## src/rtl/and3_vector_sequencer.sv

```systemverilog
// Sweeps all 8 input vectors through a 3-input AND gate and scores its output.
// Define FIRST_FAIL_CAPTURE_EN to latch the index of the first failing vector.
module and3_vector_sequencer #(
  parameter int DWELL = 10,
  parameter int CNT_W = 8,
  parameter int ERR_W = 4
) (
  input  logic             clk,
  input  logic             rst,
  input  logic             start,
  input  logic             abort,
  input  logic             dut_out,
  output logic             vec_a,
  output logic             vec_b,
  output logic             vec_c,
  output logic             busy,
  output logic             done,
  output logic             pass,
  output logic [ERR_W-1:0] err_cnt,
  output logic [2:0]       fail_vec,
  output logic             fail_valid
);

  typedef enum logic [1:0] {IDLE, RUN, DONE} state_t;

  localparam logic [CNT_W-1:0] LAST = CNT_W'(DWELL - 1);

  state_t           state, stateNxt;
  logic [2:0]       idx, idxNxt;
  logic [CNT_W-1:0] dwell, dwellNxt;
  logic [ERR_W-1:0] errCnt, errNxt;
  logic             doneR, doneNxt;
  logic             passR, passNxt;
  logic             sampleHit;
  logic             mismatch;
  logic             accept;

  assign accept    = (state != RUN) && start;
  assign sampleHit = (state == RUN) && !abort && (dwell == LAST);
  assign mismatch  = dut_out != (&idx);

  always_ff @(posedge clk or posedge rst) begin
    if (rst) begin
      state  <= IDLE;
      idx    <= '0;
      dwell  <= '0;
      errCnt <= '0;
      doneR  <= 1'b0;
      passR  <= 1'b0;
    end else begin
      state  <= stateNxt;
      idx    <= idxNxt;
      dwell  <= dwellNxt;
      errCnt <= errNxt;
      doneR  <= doneNxt;
      passR  <= passNxt;
    end
  end

  always_comb begin
    stateNxt = state;
    idxNxt   = idx;
    dwellNxt = dwell;
    errNxt   = errCnt;
    doneNxt  = doneR;
    passNxt  = passR;
    unique case (state)
      IDLE, DONE: begin
        if (start) begin
          stateNxt = RUN;
          idxNxt   = '0;
          dwellNxt = '0;
          errNxt   = '0;
          doneNxt  = 1'b0;
          passNxt  = 1'b0;
        end
      end
      RUN: begin
        if (abort) begin
          stateNxt = IDLE;
          idxNxt   = '0;
          dwellNxt = '0;
        end else if (dwell == LAST) begin
          dwellNxt = '0;
          if (mismatch && (errCnt != '1))
            errNxt = errCnt + ERR_W'(1);
          if (idx == 3'd7) begin
            stateNxt = DONE;
            idxNxt   = '0;
            doneNxt  = 1'b1;
            passNxt  = (errNxt == '0);
          end else begin
            idxNxt = idx + 3'd1;
          end
        end else begin
          dwellNxt = dwell + CNT_W'(1);
        end
      end
      default: stateNxt = IDLE;
    endcase
  end

  assign {vec_a, vec_b, vec_c} = idx;
  assign busy    = (state == RUN);
  assign done    = doneR;
  assign pass    = passR;
  assign err_cnt = errCnt;

`ifdef FIRST_FAIL_CAPTURE_EN
  logic [2:0] failVec;
  logic       failValid;

  always_ff @(posedge clk or posedge rst) begin
    if (rst) begin
      failVec   <= '0;
      failValid <= 1'b0;
    end else if (accept) begin
      failVec   <= '0;
      failValid <= 1'b0;
    end else if (sampleHit && mismatch && !failValid) begin
      failVec   <= idx;
      failValid <= 1'b1;
    end
  end

  assign fail_vec   = failVec;
  assign fail_valid = failValid;
`else
  logic unusedSig;
  assign unusedSig  = accept ^ sampleHit;
  assign fail_vec   = 3'b000;
  assign fail_valid = 1'b0;
`endif

endmodule

```

## config.mk

```make
export PLATFORM = sky130hd
export DESIGN_NAME = and3_vector_sequencer
export DESIGN_NICKNAME = d
export VERILOG_FILES = /design/src/rtl/and3_vector_sequencer.sv
export SDC_FILE = /design/constraint.sdc
export NUM_CORES = 1
export LEC_CHECK = 0
export CAP_MARGIN = 20
export CELL_PAD_IN_SITES_DETAIL_PLACEMENT = 0
export CELL_PAD_IN_SITES_GLOBAL_PLACEMENT = 1
export CORE_MARGIN = 2
export CORE_UTILIZATION = 27
export DETAILED_ROUTE_END_ITERATION = 7
export DONT_BUFFER_PORTS = 1
export GPL_TIMING_DRIVEN = 0
export PLACE_DENSITY = 0.57
export SETUP_SLACK_MARGIN = 0.3
export SYNTH_ARGS = -nofsm -noshare
export SYNTH_HDL_FRONTEND = slang
export SYNTH_SLANG_ARGS = --single-unit
```

## constraint.sdc

```tcl
create_clock -name clk -period 3.5 [get_ports clk]
set_clock_uncertainty 0.1 [all_clocks]
set_input_delay 0.525 -clock clk [delete_from_list [all_inputs] [get_ports clk]]
set_output_delay 0.525 -clock clk [all_outputs]
set_load 0.05 [all_outputs]
```

* Yosys cells after proc, flatten, opt, wreduce, memory -nomap -nowiden
Cells that the tools add are included.
** Storage, ports and cells
- Register bits after elaboration :: 19
- Input bits :: 5
- Output and inout bits :: 14
- Word-level logic and storage cells :: 63
** Operators by class
- Add/sub/neg operators :: 3
- Equal/unequal tests :: 12
- Mux-type cells :: 31
- Reduce and logical (&&, ||, !) cells :: 11
** Operators with widths (number)
- 2-to-1 mux 4 bit :: 7
- 2-to-1 mux 8 bit :: 3
- case mux 8 bit (2 select lines) :: 1
- 2-to-1 mux 3 bit :: 4
- AND reduction 3 bit :: 3
- adder 8 x 1 -> 8 bit (second input constant) :: 1
- equality test 8 x 4 -> 1 bit (second input constant) :: 1
- 2-to-1 mux 2 bit :: 4
- case mux 4 bit (2 select lines) :: 1
- 2-to-1 mux 1 bit :: 7
- inequality test 3 x 2 -> 1 bit (second input constant) :: 2
- case mux 3 bit (2 select lines) :: 1
- AND reduction 5 bit :: 1
- adder 4 x 1 -> 4 bit (second input constant) :: 1
- logical NOT 4 bit :: 1
- inequality test 2 x 1 -> 1 bit (second input constant) :: 2
- inequality test 2 bit (second input constant) :: 2
- inequality test 4 bit (second input constant) :: 1
- case mux 1 bit (2 select lines) :: 2
- case mux 2 bit (2 select lines) :: 1
- AND reduction 4 bit :: 1
- adder 3 x 1 -> 3 bit (second input constant) :: 1
- equality test 3 bit (second input constant) :: 1
- equality test 2 x 1 -> 1 bit (second input constant) :: 1
- 7 further kinds :: 7

* Depth between registers and ports, before layout
- Depth after elaboration :: 12
- Gate-level depth with buffers :: 7
- Depth with buffers taken out :: 6

* Least setup slack after synthesis
Ideal clock, no wire load.
- Path kind :: reg2reg
- From :: reg idx[1]
- To :: reg passR (netlist: pass)
- Library setup time :: 103 ps
- Arrival :: 2021 ps
- Required time :: 3297 ps
- Slack :: 1276 ps
- Cell stages (with the launch flop) :: 8
- Buffers on the path :: 1
- Clock period less this slack :: 2224 ps
- Cells stage by stage :: dfrtp_1 -> ha_1 -> ha_1 -> buf_6 -> xnor2_1 -> or4_1 -> o311a_1 -> o41ai_2
** Between the ends
- Word-level cells in the longest chain between the ends :: 12
- Elaborated cells on any way between the ends :: 15
- Those cells by class :: 3 x eq/ne; 8 x mux; 4 x reduce/logical
** RTL lines
- start, declared :: line 29 : logic [2:0] idx, idxNxt;
- start signal, assigned :: line 52 : idx <= idxNxt;
- AND reduction 3 bit :: line 40 : assign mismatch = dut_out != (&idx);
- inequality test 1 bit :: line 40
- logical AND 1 bit :: line 85 : if (mismatch && (errCnt != '1))
- 2-to-1 mux 4 bit :: line 85
- 2-to-1 mux 4 bit :: line 83 : end else if (dwell == LAST) begin
- 2-to-1 mux 4 bit :: line 79 : if (abort) begin
- 2-to-1 mux 4 bit :: line 67 : unique case (state)
- logical NOT 4 bit :: line 91 : passNxt = (errNxt == '0);
- 2-to-1 mux 1 bit :: line 87 : if (idx == 3'd7) begin
- 2-to-1 mux 1 bit :: line 83
- 2-to-1 mux 1 bit :: line 79
- case mux 1 bit (2 select lines) :: line 67
- end signal, assigned :: line 56 : passR <= passNxt;
- end, declared :: line 33 : logic passR, passNxt;
Parallel ways exist; a longest one is shown, timed or not. The select of a mux whose other input is x is not followed.
A chain may end at the register's enable or synchronous reset.

* Worst setup path in the final report
- From :: reg idx[0]
- To :: reg passR (netlist: pass)
The elaborated chain is that of the path after synthesis.

==> flow_metrics.py <==
metrics = {
    "critical_path": {
        "critPathSlowestCell": "dfrtp_1",
        "cp_max_fo": 8,
        "critPathLaunchType": "flip-flop",
        "cp.arrival_ns": 2.43,
        "path_class": "flip-flop to flip-flop",
        "critPathMaxStageDelay_ns": 0.60,
        "cp_common_cell": "ha_1",
        "worstPathRequired_ns": 3.56,
        "cp-end-kind": "flip-flop",
        "path_cells": "ha_1 -> ha_1 -> buf_6 -> xnor2_1 -> or4_1 -> o311a_1 -> o41ai_2",
    },
    "drt": {
        "via_count": 892,
        "drc": 0,
        "routedWlPerCell_um": 14.2,
        "vias_per_cell": 5.10,
        "first_pass_iters": 4,
        "wl_um": 2490,
        "antenna_left": 0,
        "drt_iter0_drc": 37,
    },
    "clock_tree": {
        "cts_setup_buffers": 0,
        "cts_root_buf": "clkbuf_8",
        "clk_path_buf_depth": 2,
        "insertion_delay_ns": 0.26,
        "cts_tree": "done",
        "cts_buffers": 3,
        "ctsHoldBuffers": 0,
        "cts-resized-gates": 0,
        "ctsHtreeMaxLevel": 1,
        "clkTransAtPathRegs_ns": 0.07,
        "cts_sinks": 19,
    },
    "sta": {
        "tns_ns": 0,
        "setup_viol_count_final": 0,
        "fin_crit_ns": 2.36,
        "slew_headroom": 0.487,
        "min_period_over_period": 0.675,
        "finalMaxSlewViolations": 0,
        "fmax_mhz": 423,
        "hold_viol": 0,
        "rsz0062_at_grt": "false",
        "finalWorstSetupSlack_ns": 1.14,
        "worstMarginPinSlew_ns": 0.768,
    },
    "floorplan": {
        "die-area_um2": 4910,
        "core_area_um2": 4260,
        "row_count": 24,
        "start_util": 0.276,
        "die_height_um": 70.1,
        "ios": 19,
        "dieWidth_um": 70.1,
    },
    "layout": {
        "utilization": 0.305,
        "drive_above_1_share": 0.187,
        "num_antenna_cells": 0,
        "final_nets": 134,
        "syn_to_final_growth_pct": 10.3,
    },
    "yosys": {
        "avgSynthCellArea_um2": 10.2,
        "ys_ff_latch": 19,
        "synth_edf_count": 0,
        "async_flop_share": 1.00,
        "ys_seq_area_frac": 0.403,
        "synth_area_um2": 1180,
        "synth_flop_cell": "dfrtp_1",
        "yosys_warnings": 0,
        "syn_inst": 116,
        "synth_cell_type_count": 45,
    },
    "status": {
        "status": "finished, final reports clean",
    },
    "global_routing": {
        "grt_usage": 0.116,
        "grt_pass1_wl_um": 4540,
        "antenna_found_initial": 0,
        "grt_pass1_vias": 930,
        "grt_max_degree": 20,
        "grt-ovfl-total": 0,
    },
    "hold_path": {
        "hp-class": "input pin to async pin",
    },
    "power_and_ir_drop": {
        "pwr_density_cell_nw_per_um2": 482,
        "peakVddDrop_v": 0.000150,
        "p_leak_nw": 0.604,
    },
    "placed_design": {
        "hpwl_um": 1870,
        "pre_cts_slack_ns": 1.15,
        "portBuffers": 0,
        "routabilityCongestion": 0.806,
    },
    "run": {
        "maxCapViolations": 0,
    },
}
## cell families after synthesis
kind of cell	count (synthesis)	synth area share
other cells	1	0.00318
xor+xnor	7	0.0584
mux	3	0.0340
compound gates	30	0.186
flops	19	0.403
simple gates	37	0.199
buf+inv	14	0.0637
fa+ha+maj	5	0.0531
## metrics by stage
stage               instances  hold WS (ns)  power (mW)  instance area [um^2]
floorplan                 119         0.376       0.441                  1190
global placement          171         0.426       0.475                  1250
detailed placement        171         0.456       0.477                  1250
CTS                       175         0.236       0.638                  1300
global route              175         0.252       0.669                  1300
finish                    175         0.187       0.627                  1300
## placed cells by master, fill, tap and decap left out, drive strengths merged, types with 2 or more instances in the layout
master / count
nand2: 6
a31oi: 4
nor2b: 2
o21ai: 9
ha: 5
conb: 4
nand3: 3
mux2: 2
dfrtp: 19
xor2: 6
o2111ai: 3
a31o: 3
clkbuf: 5
a21oi: 4
inv: 8
nand4: 3
and3: 4
nor3: 3
nor3b: 3
nor2: 8
buf: 5
## synth_stat cells (3+ instances only)
cell	number	area, um^2
nor2_1	7	26.3
nand3_1	3	15.0
a21oi_1	3	15.0
ha_1	5	62.6
o21ai_0	7	35.0
and3_1	3	18.8
o2111ai_1	3	26.3
xor2_1	5	43.8
nand4_1	3	18.8
buf_4	4	30.0
inv_1	7	26.3
nor3_1	3	15.0
dfrtp_1	19	475
a31oi_1	4	25.0
nand2_1	5	18.8
## critical path, delay by kind of cell (launching register included)
kind / cells / cell delay [ns]
AOI/OAI and AO/OA: 2 / 0.33
adders and majority gates: 2 / 0.49
DFF: 1 / 0.60
buffers and inverters: 1 / 0.14
and+or+nand+nor: 1 / 0.47
xor gates and xnor gates: 1 / 0.14
## registers in the layout, summed over array words and instances, names as in the netlist
| register | count |
|---|---|
| dwell | 8 |
| err_cnt | 4 |
| idx | 3 |
| state | 2 |
| done | 1 |
| pass | 1 |
## path summary, 6_finish.rpt
check                         start       end  slack (ns)  cells after the start
max in group asynchronous       rst    idx[2]        2.63                      1
max                          idx[0]      pass        1.14                      7
min                             rst  dwell[1]        0.19                      1
min reg2reg                dwell[0]  dwell[0]        0.46                      1
min in group clk              abort    idx[2]        0.36                      3
max reg2reg                  idx[0]      pass        1.14                      7
## metal layers
metal / vias to the layer above / GRT usage / part of all wire / wire length, um
li1: 426 / - / - / -
met1: 446 / 0.142 / 0.45 / 1110
met2: 15 / 0.190 / 0.48 / 1190
met3: 5 / 0.0346 / 0.059 / 146
met4: 0 / 0.0449 / 0.018 / 44
met5: - / 0 / 0 / 0
## final cells by class
| type | instances | area, um^2 |
|---|---|---|
| Buffer | 6 | 45.0 |
| Multi-Input combinational cell | 86 | 639 |
| Sequential cell | 19 | 475 |
| Fill cell | 452 | 2960 |
| Inverter | 8 | 30.0 |
| Tap cell | 52 | 65.1 |
| Clock buffer | 4 | 45.0 |
## report_power, final
group	switching, mW	total [mW]	leakage (nW)	internal [mW]
combinational	0.0999	0.161	0.322	0.0616
sequential	0.0667	0.308	0.259	0.242
clock	0.0759	0.157	0.0228	0.0811
Note: power is estimated with default switching activity, not from simulation.
